### src/rtl/vend_sequencer.sv
// Vending transaction controller: coin credit, selection checks, motor
// sequencing with timeout, change payout through a 10c hopper, and the
// per-slot stock counters.
module vend_sequencer #(
    parameter int P0            = 10,
    parameter int P1            = 20,
    parameter int P2            = 30,
    parameter int P3            = 40,
    parameter int INIT_STOCK    = 4,
    parameter int MOTOR_TIMEOUT = 1000
) (
    input  logic       clk,
    input  logic       reset,
    input  logic       coin_valid,
    input  logic [1:0] coin_value,
    input  logic       select_valid,
    input  logic [1:0] select,
    input  logic       cancel,
    input  logic       restock_we,
    input  logic [1:0] restock_slot,
    input  logic [3:0] restock_count,
    input  logic       motor_done,
    input  logic       hopper_ack,
    output logic       motor_req,
    output logic [1:0] motor_slot,
    output logic       hopper_req,
    output logic [7:0] credit,
    output logic [2:0] state_o,
    output logic       coin_reject,
    output logic       err_stock,
    output logic       err_funds,
    output logic [3:0] stock_empty
);

    typedef enum logic [2:0] {
        IDLE   = 3'd0,
        CREDIT = 3'd1,
        VEND   = 3'd2,
        CHANGE = 3'd3,
        FAULT  = 3'd4
    } state_t;

    localparam int TW = $clog2(MOTOR_TIMEOUT + 1);

    state_t          state;
    logic [TW-1:0]   timer;
    logic [3:0]      stock [4];

    logic [8:0]      coin_amount;
    logic [8:0]      coin_sum;
    logic            open_state;
    logic            coin_ok;
    logic [7:0]      coin_add;
    logic [7:0]      sel_price;
    logic            sel_empty;
    logic            sel_funds_low;

    function automatic logic [7:0] price_of(input logic [1:0] s);
        case (s)
            2'd0:    price_of = 8'(P0);
            2'd1:    price_of = 8'(P1);
            2'd2:    price_of = 8'(P2);
            default: price_of = 8'(P3);
        endcase
    endfunction

    assign state_o = state;

    // Decode the coin, decide whether it fits in the 8-bit credit, and
    // pre-evaluate the selection against the credit held before this edge.
    always_comb begin
        coin_amount = 9'd10;
        case (coin_value)
            2'b00:   coin_amount = 9'd10;
            2'b01:   coin_amount = 9'd20;
            2'b10:   coin_amount = 9'd50;
            default: coin_amount = 9'd100;
        endcase
        coin_sum      = {1'b0, credit} + coin_amount;
        open_state    = (state == IDLE) || (state == CREDIT);
        coin_ok       = coin_valid && open_state && (coin_sum <= 9'd255);
        coin_add      = coin_ok ? coin_amount[7:0] : 8'd0;
        sel_price     = price_of(select);
        sel_empty     = (stock[select] == 4'd0);
        sel_funds_low = (credit < sel_price);
    end

    // Transaction state machine with all outputs and stock counters registered.
    always_ff @(posedge clk or posedge reset) begin
        if (reset) begin
            state       <= IDLE;
            credit      <= 8'd0;
            timer       <= '0;
            motor_req   <= 1'b0;
            motor_slot  <= 2'd0;
            hopper_req  <= 1'b0;
            coin_reject <= 1'b0;
            err_stock   <= 1'b0;
            err_funds   <= 1'b0;
            stock_empty <= {4{INIT_STOCK == 0}};
            for (int i = 0; i < 4; i++) begin
                stock[i] <= 4'(INIT_STOCK);
            end
        end else begin
            coin_reject <= coin_valid && !coin_ok;
            err_stock   <= 1'b0;
            err_funds   <= 1'b0;
            for (int i = 0; i < 4; i++) begin
                stock_empty[i] <= (stock[i] == 4'd0);
            end

            case (state)
                IDLE, CREDIT: begin
                    if (restock_we) begin
                        stock[restock_slot] <= restock_count;
                    end
                    if (select_valid && sel_empty) begin
                        err_stock <= 1'b1;
                        credit    <= credit + coin_add;
                        if (coin_ok) state <= CREDIT;
                    end else if (select_valid && sel_funds_low) begin
                        err_funds <= 1'b1;
                        credit    <= credit + coin_add;
                        if (coin_ok) state <= CREDIT;
                    end else if (select_valid) begin
                        credit     <= credit - sel_price + coin_add;
                        motor_req  <= 1'b1;
                        motor_slot <= select;
                        timer      <= '0;
                        state      <= VEND;
                    end else if (cancel && state == CREDIT) begin
                        credit     <= credit + coin_add;
                        hopper_req <= ((credit + coin_add) != 8'd0);
                        state      <= CHANGE;
                    end else if (coin_ok) begin
                        credit <= credit + coin_add;
                        state  <= CREDIT;
                    end
                end

                VEND: begin
                    if (motor_done) begin
                        motor_req <= 1'b0;
                        if (stock[motor_slot] != 4'd0) begin
                            stock[motor_slot] <= stock[motor_slot] - 4'd1;
                        end
                        if (credit != 8'd0) begin
                            hopper_req <= 1'b1;
                            state      <= CHANGE;
                        end else begin
                            state <= IDLE;
                        end
                    end else if (timer == TW'(MOTOR_TIMEOUT - 1)) begin
                        motor_req <= 1'b0;
                        credit    <= credit + price_of(motor_slot);
                        state     <= FAULT;
                    end else begin
                        timer <= timer + TW'(1);
                    end
                end

                FAULT: begin
                    hopper_req <= (credit != 8'd0);
                    state      <= CHANGE;
                end

                CHANGE: begin
                    if (credit == 8'd0) begin
                        hopper_req <= 1'b0;
                        state      <= IDLE;
                    end else if (hopper_req && hopper_ack) begin
                        credit <= credit - 8'd10;
                        if (credit == 8'd10) begin
                            hopper_req <= 1'b0;
                            state      <= IDLE;
                        end
                    end else begin
                        hopper_req <= 1'b1;
                    end
                end

                default: begin
                    state <= IDLE;
                end
            endcase
        end
    end

endmodule

### config.mk
export PLATFORM = sky130hd
export DESIGN_NAME = vend_sequencer
export DESIGN_NICKNAME = d
export VERILOG_FILES = /design/src/rtl/vend_sequencer.sv
export SDC_FILE = /design/constraint.sdc
export NUM_CORES = 1
export LEC_CHECK = 0
export ABC_AREA = 1
export CORE_MARGIN = 3
export CORE_UTILIZATION = 40
export DETAILED_ROUTE_END_ITERATION = 7
export GPL_TIMING_DRIVEN = 0
export SYNTH_ARGS = -nofsm -noshare
export SYNTH_HDL_FRONTEND = slang
export SYNTH_SLANG_ARGS = --single-unit
### constraint.sdc
create_clock -name clk -period 9 [get_ports clk]
set_input_delay 1.35 -clock clk [delete_from_list [all_inputs] [get_ports clk]]
set_output_delay 1.35 -clock clk [all_outputs]
set_load 0.05 [all_outputs]
==> results of run 1 <==
## power by group through the flow
stage	registers, uW	logic, uW	clock network, uW
after floorplan	506	981	0
after global placement	403	1450	0
after detailed placement	405	1470	0
after CTS	401	1480	187
after global routing	415	1670	196
final	402	1480	185
## state kept, by name, summed over array words and instances, names as in the netlist
register	count
state_o	3
err_funds	1
coin_reject	1
err_stock	1
motor_req	1
motor_slot	2
stock	16
timer	10
credit	7
hopper_req	1
stock_empty	4
## layer usage
layer,global-route usage (%),wire length (um),vias up
met5,0,0,-
met4,5.38,219,0
met3,2.55,619,20
met2,31.3,5650,117
met1,28.9,6130,2076
li1,-,-,2295
## cell type report
type                            count  area, sq um
Fill cell                        1120         5750
Multi-Input combinational cell    539         3050
Sequential cell                    47         1180
Timing Repair Buffer               38          390
Inverter                           96          370
Tap cell                          140          175
Clock buffer                        5          125
Buffer                              8         57.6
Clock inverter                      3         18.8
## stage by stage
step | hold slack (ns) | util [%] | area, sq um
floorplan | 0.446 | - | 4660
global placement | 0.475 | 46.8 | 5210
detailed placement | 0.474 | 47.0 | 5230
CTS | 0.490 | 48.3 | 5370
global route | 0.511 | 48.3 | 5370
finish | 0.477 | 48.3 | 5370
## Yosys cell counts, drive strengths merged, types with 8 or more instances
cell type and instances:
o21ai 29, inv 96, xnor2 8, buf 8, nand2 234, fa 8, dfrtp 43, nand4 14
nand3 79, nor2 71, ha 43, a21oi 28
## how the worst max path moves through the flow
stage / end / slack [ns] / cells past startpoint / start
6_report: credit[7] / 4.09 / 23 / coin_value[1]
3_3_place_gp: credit[7] / 3.82 / 23 / coin_value[1]
4_1_cts: credit[7] / 4.05 / 21 / coin_value[1]
3_5_place_dp: credit[7] / 3.75 / 23 / coin_value[1]
5_1_grt: credit[6] / 3.70 / 26 / coin_value[1]
2_1_floorplan: credit[5] / 4.86 / 19 / coin_value[0]
## worst max-delay path: stages
cell and delay (ns):
clkdlybuf4s50_1 0.54, inv_1 0.09, ha_1 0.18, nor2_1 0.15, inv_1 0.06, ha_1 0.26, nand3_1 0.08, nand2_1 0.08
nand2_1 0.08, nand3_2 0.16, nor2_1 0.22, inv_1 0.12, fa_1 0.52, inv_1 0.07, fa_1 0.49, nand3_1 0.13
nand4_1 0.08, nand2_1 0.11, nand3_1 0.09, nand2_1 0.10, nand2_1 0.05, nand2_1 0.05, nand2_1 0.04
## layout by cell type (no fill, tap or decap), drive strengths merged, types with 2 or more instances in the layout
cell type      netlist  routed
dfstp                4       4
nand2              234     234
clkinv               0       2
nor4                 4       4
nand3               79      79
xor2                 4       4
a22oi                4       4
nand4               14      14
inv                 96      97
nor3                 2       2
clkdlybuf4s50        0      37
xnor2                8       8
a21oi               28      28
o21ai               29      29
buf                  8       9
nor2                71      71
dfrtp               43      43
fa                   8       8
clkbuf               0       5
nand3b               3       3
ha                  43      43
## logic make-up after synthesis
| logic type | count (synthesis) |
|---|---|
| buf+inv | 104 |
| other cells | 1 |
| compound gates | 67 |
| fa+ha+maj | 51 |
| simple gates | 408 |
| flops | 47 |
| xor+xnor | 12 |
==> impl_metrics.py, run 1 <==
metrics = {
    "yosys": {
        "avgSynthCellArea_sq_um": 6.76,
        "asyncSetResetFlopFracSynth_pct": 100,
        "synth_edf_count": 0,
        "postSynthCellCount": 690,
        "synth.net_count": 759,
        "post_synth_mux_area_share_pct": 0,
        "synth_xor_area_share_pct": 2.25,
        "synth_compound_area_share_pct": 9.21,
        "synth_top_cell_by_area": "dfrtp_1",
        "ys.warnings.count": 0,
        "syn-cell-area_sq_mm": 0.00466,
        "synthAdderAreaFrac_pct": 15.0,
        "ys_seq_area_share_pct": 25.3,
        "synth_top_cell_area_share_pct": 23.1,
        "synth-seq-cells": 47,
        "synth-main-ff-cell": "dfrtp_1",
        "synth_cell_types": 40,
        "yosys-top-cells-area": "dfrtp_1, nand2_1, ha_1",
        "synth_area_in_simple_gates_pct": 39.0,
        "main_combinational_cell_family_by_area_after_synthesis": "simple AND/OR/NAND/NOR gates",
    },
    "power": {
        "leakagePower_uw": 0.00281,
        "max-vdd-ir-drop_v": 0.000184,
        "switching_share_pct": 56.4,
        "power.density_cell_area_mw_per_mm2": 385,
        "pwr-share-seq_pct": 19.4,
        "finalPower_uw": 2070,
        "cell_internal_pwr_uw": 902,
        "power.share.clock_pct": 8.9,
        "power.net_switching_uw": 1170,
        "pwr-share-comb_pct": 71.7,
    },
    "critical_path": {
        "r2r_end": "credit[7]",
        "critical_path_peak_fanout": 7,
        "arrival_ns": 5.10,
        "rr_worst_depth": 18,
        "crit_required_ns": 9.18,
        "critPathLaunchType": "input port",
        "path_class": "in2reg",
        "crit_path_end_kind": "flip-flop",
        "reg2reg_from": "credit[3]",
        "ff2ff_setup_slack_ns": 5.32,
    },
    "die": {
        "design.core.area_sq_mm": 0.0111,
        "top_level_ports": 40,
        "placement_rows": 38,
        "die_width_um": 114,
        "chipHeight_um": 114,
        "floorplan.initialDensity_pct": 41.9,
        "die-area_sq_mm": 0.0130,
    },
    "cells_and_area": {
        "drive_above_1_share_pct": 8.83,
        "finalNetCount": 804,
        "antennaDiodeCount": 0,
        "areaGrowthSynthToFinish_pct": 15.2,
        "fin_cells": 876,
    },
    "clock_tree": {
        "post_cts_hold_buffer_count": 0,
        "post-cts-setup-buffers": 0,
        "cts_made_buffers": 5,
        "ctsResizeCount": 0,
        "ctsRootBufferMaster": "clkbuf_16",
        "cts_clk_pin_slew_worst_paths_ns": 0.06,
        "clkLatencyLatePin_ns": 0.29,
        "tritoncts_sinks": 47,
        "tritoncts": "done",
        "cts_max_path_buffers": 2,
        "cts_htree_levels": 2,
    },
    "place": {
        "place.port_buffers": 37,
        "place.gp.congestion": 0.940,
        "dp.cells": 868,
        "pre_cts_slack_ns": 3.75,
        "hpwlAfterDp_mm": 10.1,
    },
    "timing": {
        "slew_viol_final": 0,
        "worst_slew_pin_slew_ns": 0.556,
        "fin_ws_ns": 4.09,
        "setup_repair_after_global_routing_missed_its_margin": "false",
        "max-slew-margin-rel_pct": 63.0,
        "fin_crit_sh_pct": 54.6,
        "finalSetupViolCount": 0,
        "final_hold_viol_count": 0,
        "setup_tns_ns": 0,
        "maxClockFrequency_mhz": 204,
        "clock-skew-final_ns": 0.00891,
        "final.min_clock_period_ns": 4.91,
    },
    "route": {
        "drc_viols": 0,
        "via_count": 4508,
        "wire_per_inst_um": 14.4,
        "first_iter_violations": 319,
        "wl_mm": 12.6,
        "drtAntennaViolNets": 0,
        "route.detailed.vias_per_inst": 5.15,
        "length_of_the_first_detailed_routing_pass_in_iterations": 5,
    },
    "flow_run": {
        "drv.max_cap_violation_count": 0,
    },
    "global_route": {
        "grt_antenna_before_repair": 0,
        "pin_count_of_the_biggest_net_entering_global_routing": 31,
        "groute.usage.overall_pct": 19.9,
        "gr-total-overflow": 0,
        "global_route_wire_length_before_repair_mm": 20.9,
        "first_global_vias": 4323,
    },
    "min_path": {
        "holdPathStages": 2,
        "worst_hold_path.endpoint": "motor_req",
        "min-delay-start": "motor_req",
        "timing.hold.worst.class": "reg2reg",
    },
    "run_status": {
        "outcome": "finished clean",
    },
}
(Power assumes the default switching activity.)
==> inputs of run 2 (changes only) <==
==> constraint.sdc (replaced) <==
create_clock -name clk -period 4.9 [get_ports clk]
set_input_delay 0.735 -clock clk [delete_from_list [all_inputs] [get_ports clk]]
set_output_delay 0.735 -clock clk [all_outputs]
set_load 0.05 [all_outputs]
==> results of run 2 <==
The final DEF is identical to that of run 1. Status: finished clean.
Among the figures that moved: setup slack after placement 3.75 ns -> 0.267 ns; setup slack after layout 4.09 ns -> 0.603 ns; register-to-register setup slack 5.32 ns -> 1.22 ns; total power 2070 uW -> 3800 uW; worst IR drop on VDD 0.000184 V -> 0.000339 V
==> inputs of run 3 (changes only) <==
--- a/config.mk
+++ b/config.mk
@@ -9,7 +9,6 @@
 export CORE_MARGIN = 3
 export CORE_UTILIZATION = 40
 export DETAILED_ROUTE_END_ITERATION = 7
-export GPL_TIMING_DRIVEN = 0
 export SYNTH_ARGS = -nofsm -noshare
 export SYNTH_HDL_FRONTEND = slang
 export SYNTH_SLANG_ARGS = --single-unit
==> constraint.sdc (replaced) <==
create_clock -name clk -period 3.7 [get_ports clk]
set_input_delay 0.555 -clock clk [delete_from_list [all_inputs] [get_ports clk]]
set_output_delay 0.555 -clock clk [all_outputs]
set_load 0.05 [all_outputs]
==> run 3 against run 2 <==
First-iteration DRC count is 5.3% higher. Critical path type unchanged. Clock power is 73% higher. Wire length is 5.4% higher. Via count is 3.0% higher. Register-to-register slack worse by 0.60 ns. Highest routed layer unchanged. Count of clock-buffer cells in the layout is 1 higher.
==> impl_metrics.py, run 3 (synthesis gave the netlist of run 1 again) <==
metrics = {
    "clock_tree": {
        "cts_max_path_buffers": 2,
        "tritoncts": "done",
        "tritoncts_sinks": 47,
        "post_cts_hold_buffer_count": 0,
        "clkLatencyLatePin_ns": 0.29,
        "cts_htree_levels": 2,
        "ctsRootBufferMaster": "clkbuf_16",
        "cts_made_buffers": 5,
        "cts_clk_pin_slew_worst_paths_ns": 0.07,
    },
    "timing": {
        "final.min_clock_period_ns": 3.37,
        "setup_tns_ns": 0,
        "maxClockFrequency_mhz": 297,
        "max-slew-margin-rel_pct": 33.2,
        "finalSetupViolCount": 0,
        "fin_ws_ns": 0.334,
        "setup_repair_after_global_routing_missed_its_margin": "false",
        "worst_slew_pin_slew_ns": 1.00,
        "slew_viol_final": 0,
        "fin_crit_sh_pct": 91.0,
        "clock-skew-final_ns": 0.00557,
        "final_hold_viol_count": 0,
        "worst_hold_slack_ns": 0.481,
    },
    "place": {
        "hpwlAfterDp_mm": 10.4,
        "pre_cts_slack_ns": -0.412,
        "dp.cells": 887,
        "place.gp.congestion": 0.912,
        "place.port_buffers": 38,
    },
    "cells_and_area": {
        "most_frequent_cells_in_the_layout": "nand2_1, inv_1, nand3_1, nor2_1, dfrtp_1",
        "post-route-util_pct": 50.9,
        "antennaDiodeCount": 0,
        "areaGrowthSynthToFinish_pct": 21.4,
        "num-fill-cells": 1113,
        "layout_commonest_cell": "nand2_1",
        "finalNetCount": 824,
        "largest_register_ff_count": 16,
        "drive_above_1_share_pct": 13.1,
        "largestRegisters": "stock: 16 flops, timer: 10 flops, credit: 7 flops",
        "fin_cells": 896,
        "most_flops_register": "stock",
    },
    "route": {
        "drc_viols": 0,
        "first_iter_violations": 336,
        "met2WireLength_mm": 6.21,
        "detail_route.wirelength.met1_mm": 6.15,
        "length_of_the_first_detailed_routing_pass_in_iterations": 6,
        "route.detailed.vias_per_inst": 5.18,
        "wl_mm": 13.3,
        "via_count": 4641,
        "maxUsedRoutingLayer": "met4",
        "dr_wl_met3_um": 641,
        "drtAntennaViolNets": 0,
        "wire_per_inst_um": 14.8,
    },
    "global_route": {
        "gr-total-overflow": 0,
        "pin_count_of_the_biggest_net_entering_global_routing": 48,
        "groute.usage.overall_pct": 20.7,
        "global_route_wire_length_before_repair_mm": 21.5,
        "grt_antenna_before_repair": 0,
        "first_global_vias": 4457,
    },
    "die": {
        "placement_rows": 38,
        "die_width_um": 114,
        "die-area_sq_mm": 0.0130,
        "design.core.area_sq_mm": 0.0111,
        "top_level_ports": 40,
        "floorplan.initialDensity_pct": 41.9,
        "chipHeight_um": 114,
    },
    "flow_run": {
        "drv.max_cap_violation_count": 0,
    },
    "critical_path": {
        "arrival_ns": 3.55,
        "path_buf_inv": 5,
        "cpMostUsedCell": "nand2_1",
        "timing.critical_path.slowest_stage_cell": "fa_1",
        "timing.critical_path.max_delay_family": "adder cells",
        "biggest_cell_delay_along_the_critical_path_ns": 0.54,
        "path_class": "in2reg",
        "crit_required_ns": 3.88,
        "critPathLaunchType": "input port",
        "crit_path_end_kind": "flip-flop",
        "ff2ff_setup_slack_ns": 0.62,
        "critical_path_peak_fanout": 6,
    },
    "power": {
        "max-vdd-ir-drop_v": 0.000406,
        "power.density_cell_area_mw_per_mm2": 958,
        "leakagePower_uw": 0.00293,
    },
    "run_status": {
        "outcome": "finished clean",
    },
    "min_path": {
        "timing.hold.worst.class": "reg2reg",
    },
}
## run 3: area by class of cell
cell class                 instances  area, sq um  share of cell area [%]
sequential                        47         1180                    20.9
tap                              140          175                    3.09
multi-input combinational        539         3150                    55.6
clock buffer                       6          129                    2.28
inverter                          96          370                    6.54
timing repair buffer              66          596                    10.5
clock inverter                     2         60.1                    1.06
## run 3: path summary, 6_finish.rpt
path / startpoint / end / cells after the start
worst max-delay path: coin_value[1] / credit[7] / 26
worst min-delay path: motor_req / motor_req / 2
worst max register to register: credit[6] / credit[7] / 21
worst min register to register: motor_req / motor_req / 2
max in group asynchronous: reset / credit[2] / 2
min in group asynchronous: reset / stock_empty[0] / 2
## run 3: where the power goes
| group | switching [uW] | total (uW) | leakage (uW) | internal [uW] |
|---|---|---|---|---|
| Combinational | 2520 | 3930 | 0.00225 | 1420 |
| Clock | 197 | 585 | 0.0000911 | 388 |
| Sequential | 212 | 906 | 0.000595 | 694 |
## run 3: through the flow
step / area, sq um / power [uW]
floorplan: 4660 / 3620
global route: 5660 / 5910
detailed placement: 5360 / 4690
finish: 5660 / 5430
global placement: 5360 / 4690
CTS: 5600 / 5360
## run 3: tightest hold or removal path, stage by stage (launching register included)
cell     delay (ns)
dfrtp_1        0.35
nand2_1        0.05
nand2_1        0.05
## run 3: routing by layer
| layer | vias to the layer above | track usage, % |
|---|---|---|
| met1 | 2163 | 28.2 |
| met3 | 21 | 2.07 |
| met5 | - | 0 |
| met2 | 122 | 34.4 |
| li1 | 2335 | - |
| met4 | 0 | 6.73 |
## run 3: repair_timing
item,in CTS,in global routing
pin swaps,0,1
endpoints found under the hold margin,0,0
buffers inserted,1,0
resized for setup,10,11
endpoints found under the setup margin,5,7
